$ cat src/rtl/mcu_mailbox_pkg.sv
// mcu_mailbox_pkg: shared types and field positions for the MCU PIO mailbox.
//   opcode_t  - command opcodes carried in pio_cmd[30:29]
//   status_t  - response status codes carried in pio_rsp[30:29]
//   state_t   - mailbox sequencer states
//   cmd_parity() - XOR of the parity-covered command bits ([30:28], [15:0])
package mcu_mailbox_pkg;

  typedef enum logic [1:0] {
    OP_NOP    = 2'b00,
    OP_WRITE  = 2'b01,
    OP_READ   = 2'b10,
    OP_STATUS = 2'b11
  } opcode_t;

  typedef enum logic [1:0] {
    ST_OK         = 2'b00,
    ST_EMPTY      = 2'b01,
    ST_TIMEOUT    = 2'b10,
    ST_PARITY_ERR = 2'b11
  } status_t;

  typedef enum logic [1:0] {
    S_IDLE,
    S_EXEC,
    S_TX_WAIT,
    S_RESP
  } state_t;

  // pio_cmd field positions
  localparam int CMD_REQ_BIT = 31;
  localparam int CMD_OP_HI   = 30;
  localparam int CMD_OP_LO   = 29;
  localparam int CMD_PAR_BIT = 28;
  localparam int CMD_PAY_HI  = 15;
  localparam int CMD_PAY_LO  = 0;

  // pio_rsp field positions
  localparam int RSP_ACK_BIT = 31;
  localparam int RSP_ST_HI   = 30;
  localparam int RSP_ST_LO   = 29;
  localparam int RSP_LVL_HI  = 23;
  localparam int RSP_LVL_LO  = 16;
  localparam int RSP_DAT_HI  = 15;
  localparam int RSP_DAT_LO  = 0;

  // Returns 1 when the covered bits have odd parity (i.e. the command is bad).
  function automatic logic cmd_parity(input logic [31:0] cmd);
    return ^{cmd[CMD_OP_HI:CMD_PAR_BIT], cmd[CMD_PAY_HI:CMD_PAY_LO]};
  endfunction

endpackage

$ cat src/rtl/mcu_mailbox_fifo.sv
// mcu_mailbox_fifo: synchronous FIFO holding RX words for the mailbox.
//   clk, rst_n        - clock, asynchronous active-low reset
//   push, push_data   - write request / data (ignored when full)
//   pop               - read request (ignored when empty)
//   head_data         - current head word, valid whenever empty=0
//   level, full, empty - occupancy and flags
// FIFO_DEPTH must be a power of two (>= 2) so the pointers wrap naturally.
module mcu_mailbox_fifo
  import mcu_mailbox_pkg::*;
#(
  parameter int FIFO_DEPTH = 16,
  localparam int AW = $clog2(FIFO_DEPTH),
  localparam int LW = AW + 1
) (
  input  logic          clk,
  input  logic          rst_n,
  input  logic          push,
  input  logic [15:0]   push_data,
  input  logic          pop,
  output logic [15:0]   head_data,
  output logic [LW-1:0] level,
  output logic          full,
  output logic          empty
);

  logic [15:0]   mem [FIFO_DEPTH];
  logic [AW-1:0] wr_ptr;
  logic [AW-1:0] rd_ptr;
  logic          push_ok;
  logic          pop_ok;

  assign empty   = (level == '0);
  assign full    = (level == LW'(FIFO_DEPTH));
  assign push_ok = push && !full;
  assign pop_ok  = pop && !empty;

  // Head is read straight from storage so a pop can return it in the same cycle.
  assign head_data = mem[rd_ptr];

  always_ff @(posedge clk) begin
    if (push_ok) begin
      mem[wr_ptr] <= push_data;
    end
  end

  always_ff @(posedge clk or negedge rst_n) begin
    if (!rst_n) begin
      wr_ptr <= '0;
      rd_ptr <= '0;
      level  <= '0;
    end else begin
      if (push_ok) wr_ptr <= wr_ptr + 1'b1;
      if (pop_ok)  rd_ptr <= rd_ptr + 1'b1;
      // A simultaneous push and pop leaves the occupancy unchanged.
      case ({push_ok, pop_ok})
        2'b10:   level <= level + 1'b1;
        2'b01:   level <= level - 1'b1;
        default: level <= level;
      endcase
    end
  end

endmodule

$ cat src/rtl/mcu_pio_mailbox.sv
// mcu_pio_mailbox: toggle-handshake command mailbox on the MCU PIO pair.
//   clk_clk, reset_reset_n - clock, asynchronous active-low reset
//   pio_cmd  - [31] req_tgl, [30:29] opcode, [28] parity, [15:0] payload
//   pio_rsp  - [31] ack_tgl, [30:29] status, [23:16] live rx_level, [15:0] rsp_data
//   tx_*     - outgoing 16-bit valid/ready stream (WRITE)
//   rx_*     - incoming 16-bit valid/ready stream into the RX FIFO (READ)
// Optional: define MCU_MAILBOX_PARITY_EN to reject commands with odd parity
// over pio_cmd[30:28] and [15:0] (status PARITY_ERR, no side effects).
module mcu_pio_mailbox
  import mcu_mailbox_pkg::*;
#(
  parameter int FIFO_DEPTH     = 16,
  parameter int TIMEOUT_CYCLES = 1024
) (
  input  logic        clk_clk,
  input  logic        reset_reset_n,
  input  logic [31:0] pio_cmd,
  output logic [31:0] pio_rsp,
  output logic [15:0] tx_data,
  output logic        tx_valid,
  input  logic        tx_ready,
  input  logic [15:0] rx_data,
  input  logic        rx_valid,
  output logic        rx_ready
);

  localparam int LW = $clog2(FIFO_DEPTH) + 1;

  state_t      state;
  opcode_t     op_reg;
  logic [15:0] payload_reg;
  logic        req_reg;
  logic        par_err_reg;
  status_t     pend_status;
  logic [15:0] pend_data;
  logic        ack_reg;
  status_t     status_reg;
  logic [15:0] rsp_data_reg;
  logic        tx_valid_reg;
  logic [15:0] tx_data_reg;
  logic [31:0] cnt_reg;

  logic [15:0]   fifo_head;
  logic [LW-1:0] fifo_level;
  logic          fifo_full;
  logic          fifo_empty;
  logic          fifo_pop;
  logic [7:0]    level8;

  // Bits that carry no function in this build.
  logic unused_cmd_bits;
  assign unused_cmd_bits = ^pio_cmd[CMD_PAR_BIT:16];

  assign fifo_pop = (state == S_EXEC) && (op_reg == OP_READ) && !par_err_reg && !fifo_empty;
  assign rx_ready = !fifo_full;

  mcu_mailbox_fifo #(.FIFO_DEPTH(FIFO_DEPTH)) u_fifo (
    .clk       (clk_clk),
    .rst_n     (reset_reset_n),
    .push      (rx_valid),
    .push_data (rx_data),
    .pop       (fifo_pop),
    .head_data (fifo_head),
    .level     (fifo_level),
    .full      (fifo_full),
    .empty     (fifo_empty)
  );

  generate
    if (LW >= 8) begin : g_lvl_trunc
      assign level8 = fifo_level[7:0];
    end else begin : g_lvl_ext
      assign level8 = {{(8 - LW){1'b0}}, fifo_level};
    end
  endgenerate

  // Level is live; ack/status/data only change in RESP.
  assign pio_rsp  = {ack_reg, status_reg, 5'b0, level8, rsp_data_reg};
  assign tx_valid = tx_valid_reg;
  assign tx_data  = tx_data_reg;

  always_ff @(posedge clk_clk or negedge reset_reset_n) begin
    if (!reset_reset_n) begin
      state        <= S_IDLE;
      op_reg       <= OP_NOP;
      payload_reg  <= '0;
      req_reg      <= 1'b0;
      par_err_reg  <= 1'b0;
      pend_status  <= ST_OK;
      pend_data    <= '0;
      ack_reg      <= 1'b0;
      status_reg   <= ST_OK;
      rsp_data_reg <= '0;
      tx_valid_reg <= 1'b0;
      tx_data_reg  <= '0;
      cnt_reg      <= '0;
    end else begin
      case (state)
        S_IDLE: begin
          if (pio_cmd[CMD_REQ_BIT] != ack_reg) begin
            op_reg      <= opcode_t'(pio_cmd[CMD_OP_HI:CMD_OP_LO]);
            payload_reg <= pio_cmd[CMD_PAY_HI:CMD_PAY_LO];
            req_reg     <= pio_cmd[CMD_REQ_BIT];
`ifdef MCU_MAILBOX_PARITY_EN
            par_err_reg <= cmd_parity(pio_cmd);
`else
            par_err_reg <= 1'b0;
`endif
            state       <= S_EXEC;
          end
        end

        S_EXEC: begin
          if (par_err_reg) begin
            pend_status <= ST_PARITY_ERR;
            pend_data   <= '0;
            state       <= S_RESP;
          end else begin
            case (op_reg)
              OP_NOP: begin
                pend_status <= ST_OK;
                pend_data   <= '0;
                state       <= S_RESP;
              end
              OP_READ: begin
                pend_status <= fifo_empty ? ST_EMPTY : ST_OK;
                pend_data   <= fifo_empty ? 16'h0000 : fifo_head;
                state       <= S_RESP;
              end
              OP_STATUS: begin
                pend_status <= ST_OK;
                pend_data   <= {14'b0, fifo_full, fifo_empty};
                state       <= S_RESP;
              end
              default: begin // OP_WRITE
                tx_valid_reg <= 1'b1;
                tx_data_reg  <= payload_reg;
                cnt_reg      <= '0;
                state        <= S_TX_WAIT;
              end
            endcase
          end
        end

        S_TX_WAIT: begin
          // cnt_reg counts completed TX_WAIT cycles; the handshake is checked
          // first so a last-cycle handshake beats the timeout.
          if (tx_ready) begin
            tx_valid_reg <= 1'b0;
            pend_status  <= ST_OK;
            pend_data    <= payload_reg;
            state        <= S_RESP;
          end else if ((TIMEOUT_CYCLES != 0) && (cnt_reg == 32'(TIMEOUT_CYCLES - 1))) begin
            tx_valid_reg <= 1'b0;
            pend_status  <= ST_TIMEOUT;
            pend_data    <= payload_reg;
            state        <= S_RESP;
          end else begin
            cnt_reg <= cnt_reg + 32'd1;
          end
        end

        default: begin // S_RESP
          ack_reg      <= req_reg;
          status_reg   <= pend_status;
          rsp_data_reg <= pend_data;
          state        <= S_IDLE;
        end
      endcase
    end
  end

endmodule
$ cat config.mk
export PLATFORM = sky130hd
export DESIGN_NAME = mcu_pio_mailbox
export DESIGN_NICKNAME = d
export VERILOG_FILES = /design/src/rtl/mcu_mailbox_pkg.sv /design/src/rtl/mcu_mailbox_fifo.sv /design/src/rtl/mcu_pio_mailbox.sv
export SDC_FILE = /design/constraint.sdc
export NUM_CORES = 1
export LEC_CHECK = 0
export BUFFER_PORTS_ARGS = -buffer_cell sky130_fd_sc_hd__buf_2
export CAP_MARGIN = 30
export CORE_ASPECT_RATIO = 2
export CORE_MARGIN = 10
export CORE_UTILIZATION = 60
export CTS_CLUSTER_DIAMETER = 150
export CTS_CLUSTER_SIZE = 25
export DETAILED_ROUTE_END_ITERATION = 10
export PLACE_DENSITY = 0.8
export SLEW_MARGIN = 20
export SYNTH_ARGS = -nofsm -noshare
export SYNTH_HDL_FRONTEND = slang
export SYNTH_SLANG_ARGS = --single-unit
$ cat constraint.sdc
create_clock -name clk_clk -period 3.5 [get_ports clk_clk]
set_input_delay 0.175 -clock clk_clk [delete_from_list [all_inputs] [get_ports clk_clk]]
set_output_delay 0.175 -clock clk_clk [all_outputs]
set_load 0.005 [all_outputs]
==> key figures <==
Power
  • Comb pwr share: 33.6%
  • Clock power share: 18.6%
  • Int Power: 0.00871 W
  • Peak VDD IR: 0.314 mV
  • Seq pwr share: 47.9%
  • Power Dens Cells: 757 mW/mm^2
  • Total power: 0.0130 W
  • Net Sw Frac: 33.2%
  • Leakage: 6.35 nW
  • Psw: 0.00432 W

Floorplanning
  • Die Y: 247 um
  • Core box area: 0.0255 sq mm
  • IO Pins: 102
  • Rows: 83
  • Initial Util: 60.4%
  • Die X: 133 um
  • DIE AREA: 0.0329 sq mm

Route
  • Vias post-DR: 8659
  • Vias/cell: 6.16
  • Post-Route WL: 33700 um
  • Antenna viol nets, final: 0
  • Avg WL per Cell: 24.0 um
  • Initial DRC Count: 729
  • Total iterations of the first detailed-routing run: 5
  • DRC violations left: 0

Clocking
  • Clk buf depth: 3
  • Clock sinks: 376
  • Number of H-tree levels: 1
  • CTS tree: built
  • Clk_lat worst skew: 530 ps
  • CTS root buf: clkbuf_16
  • CTS resizes: 0
  • Worst-path clk slew: 100 ps
  • CTS buffer count: 19

Setup path
  • Reg2reg setup slack: 280 ps
  • Critical Path RT: 3930 ps
  • Reg2reg path depth: 13
  • Slowest stage delay, CP: 480 ps
  • Stages on the worst setup path: 13
  • CP Capture Type: register
  • Crit Path Category: reg -> reg
  • Crit-path max FO: 9
  • Critical Path AT: 3650 ps
  • Most frequent CP cell: xor2_1
  • Crit path cell chain: nor4_1 -> buf_4 -> nand2b_1 -> and3_1 -> ha_1 -> xor2_1 -> ha_1 -> o21a_1 -> o22a_1 -> a21oi_1 -> xor2_1 -> nor2_1 -> xor2_1
  • CP max stage cell: dfrtp_1
  • CP delay by family, top: simple AND/OR/NAND/NOR gates
  • Buf+Inv Stages, Crit Path: 1
  • Critical Path Source Type: register

Placed design
  • Final Wtd Congestion: 0.839
  • HPWL Detailed: 22200 um
  • Port bufs: 80
  • Pre-CTS WS: 298 ps

Timing
  • Setup TNS: 0 ps
  • Final Cycle Share: 92.0%
  • Final number of setup-violating endpoints: 0
  • Final Max Slew Viols: 0
  • RSZ-0062 raised after global routing: no
  • Final hold vios: 0
  • Final WS setup: 280 ps
  • Relative slew slack: 36.5%
  • Clk_skew: 28.5 ps
  • Post-layout minimum cycle time: 3220 ps
  • Peak Freq: 311 MHz
  • Slew @ Worst Pin: 952 ps

GRT
  • First-pass GRT wire length: 51600 um
  • Global Route Usage Sum: 20.3%
  • Largest net degree at the start of global routing: 67
  • Antenna violations before repair: 0
  • Vias in the first global route: 8923
  • Grt total ovfl: 0

Outcome
  • Outcome: completed

Final layout
  • Max FFs per register: 256
  • # fillers: 1707
  • Finished Core Util: 67.4%
  • Multi-input logic area: 0.00452 sq mm
  • Share of cells above drive strength 1: 26.7%
  • Nets: 1122
  • Area delta synth->final: 11.5%
  • Sequential Area: 0.0107 sq mm
  • Antenna Diode Count: 0

Synth
  • Yosys Warn Count: 0
  • Ys async rst share: 31.9%
  • Post-synth EDFFs: 256
  • Netlist Area Pre-Place: 0.0154 sq mm
  • #FFs+latches synth: 376
  • Yosys top cell area share: 49.8%
  • Synth cell types: 57
  • Cells after synthesis: 942
  • Cell taking the most area after synthesis: edfxtp_1
  • Synth area leaders: edfxtp_1 50%, dfrtp_1 19%, mux4_2 9.2%, mux2_2 4.2%, nor2_1 1.9%
  • Main synth FF type: edfxtp_1
  • Sequential fraction of the synthesis area: 69.2%
  • Most instantiated library cell after synthesis: edfxtp_1
  • Average cell area after synthesis: 16.4 sq um
  • Most instantiated cells after synthesis: 256 x edfxtp_1, 120 x dfrtp_1, 78 x nor2_1

Run
  • Max-Cap Viols: 0

Worst hold path
  • Hold path depth: 1
  • Hold Path Class: in -> reg
## stage by stage
| step | cells | area (sq um) | hold slack (ps) |
|---|---|---|---|
| floorplan | 949 | 15500 | -121 |
| global placement | 1347 | 16400 | 335 |
| detailed placement | 1347 | 16400 | 339 |
| CTS | 1405 | 17200 | 5.54 |
| global route | 1405 | 17200 | 15.5 |
| finish | 1405 | 17200 | 11.7 |
## metal layers
| metal | global-route usage (%) | vias up | wire [um] |
|---|---|---|---|
| li1 | - | 3820 | - |
| met1 | 22.2 | 4472 | 11700 |
| met2 | 38.5 | 290 | 19100 |
| met3 | 2.66 | 77 | 1560 |
| met4 | 8.26 | 0 | 1280 |
| met5 | 0 | - | 0 |
## cell type report
class / count / share of cell area [%]
sequential: 376 / 62.1
multi-input combinational: 503 / 26.3
timing repair buffer: 140 / 5.54
clock buffer: 31 / 3.02
tap: 340 / 2.47
inverter: 13 / 0.284
clock inverter: 2 / 0.276
## worst register-to-register path, cell delays in order, from the launching register on
cell and delay, ps:
dfrtp_1 480, nor4_1 330, buf_4 190, nand2b_1 130
and3_1 310, ha_1 360, xor2_1 190, ha_1 220
o21a_1 170, o22a_1 190, a21oi_1 170, xor2_1 160
nor2_1 60, xor2_1 140
## cells by family after synthesis
kind of cell,synth area share [%]
xor+xnor,2.04
simple gates,6.18
other cells,0.0243
flops,69.2
mux,14.0
fa+ha+maj,1.38
buf+inv,2.00
compound gates,5.12
## layout by cell type, fill, tap and decap left out, types with 3 or more instances in the layout
master / n
a31oi_1: 4
nor4_1: 9
nand4_1: 13
conb_1: 8
dfrtp_1: 118
buf_12: 3
and2_1: 5
edfxtp_1: 256
nor2_1: 66
xor2_1: 8
xnor2_1: 28
a41o_1: 4
and3_1: 7
nor3_2: 4
nand2b_1: 6
mux4_2: 63
mux2i_1: 6
nand2_1: 59
mux2_2: 58
a21oi_1: 18
o21bai_1: 3
ha_1: 17
inv_1: 13
o21ai_0: 11
buf_4: 33
and4_1: 3
clkbuf_16: 19
buf_2: 79
a221oi_1: 16
a211oi_1: 6
a22oi_1: 28
nand3_1: 10
nor2_2: 11
dlygate4sd3_1: 25
clkbuf_1: 12
## power groups by stage
stage | clock [W] | combinational, W | sequential, W
global route | 0.00260 | 0.00471 | 0.00634
floorplan | 0 | 0.00308 | 0.00601
CTS | 0.00246 | 0.00441 | 0.00624
global placement | 0 | 0.00425 | 0.00628
finish | 0.00242 | 0.00437 | 0.00624
detailed placement | 0 | 0.00434 | 0.00633
## timing repair
| action | CTS | global route |
|---|---|---|
| hold endpoints to repair | 124 | 0 |
| hold buffers | 25 | 0 |
| buffers inserted | 0 | 0 |
| endpoints found under the setup margin | 0 | 0 |
## final timing paths
check,endpoint,startpoint
max,u_fifo.level[4],u_fifo.level[1]
min,u_fifo.mem[4][8],rx_data[8]
max reg2reg,u_fifo.level[4],u_fifo.level[1]
min reg2reg,pend_status[1],pend_status[1]
max in group asynchronous,rsp_data_reg[14],reset_reset_n
min in group asynchronous,cnt_reg[12],reset_reset_n
Note: power is estimated with default switching activity, not from simulation.
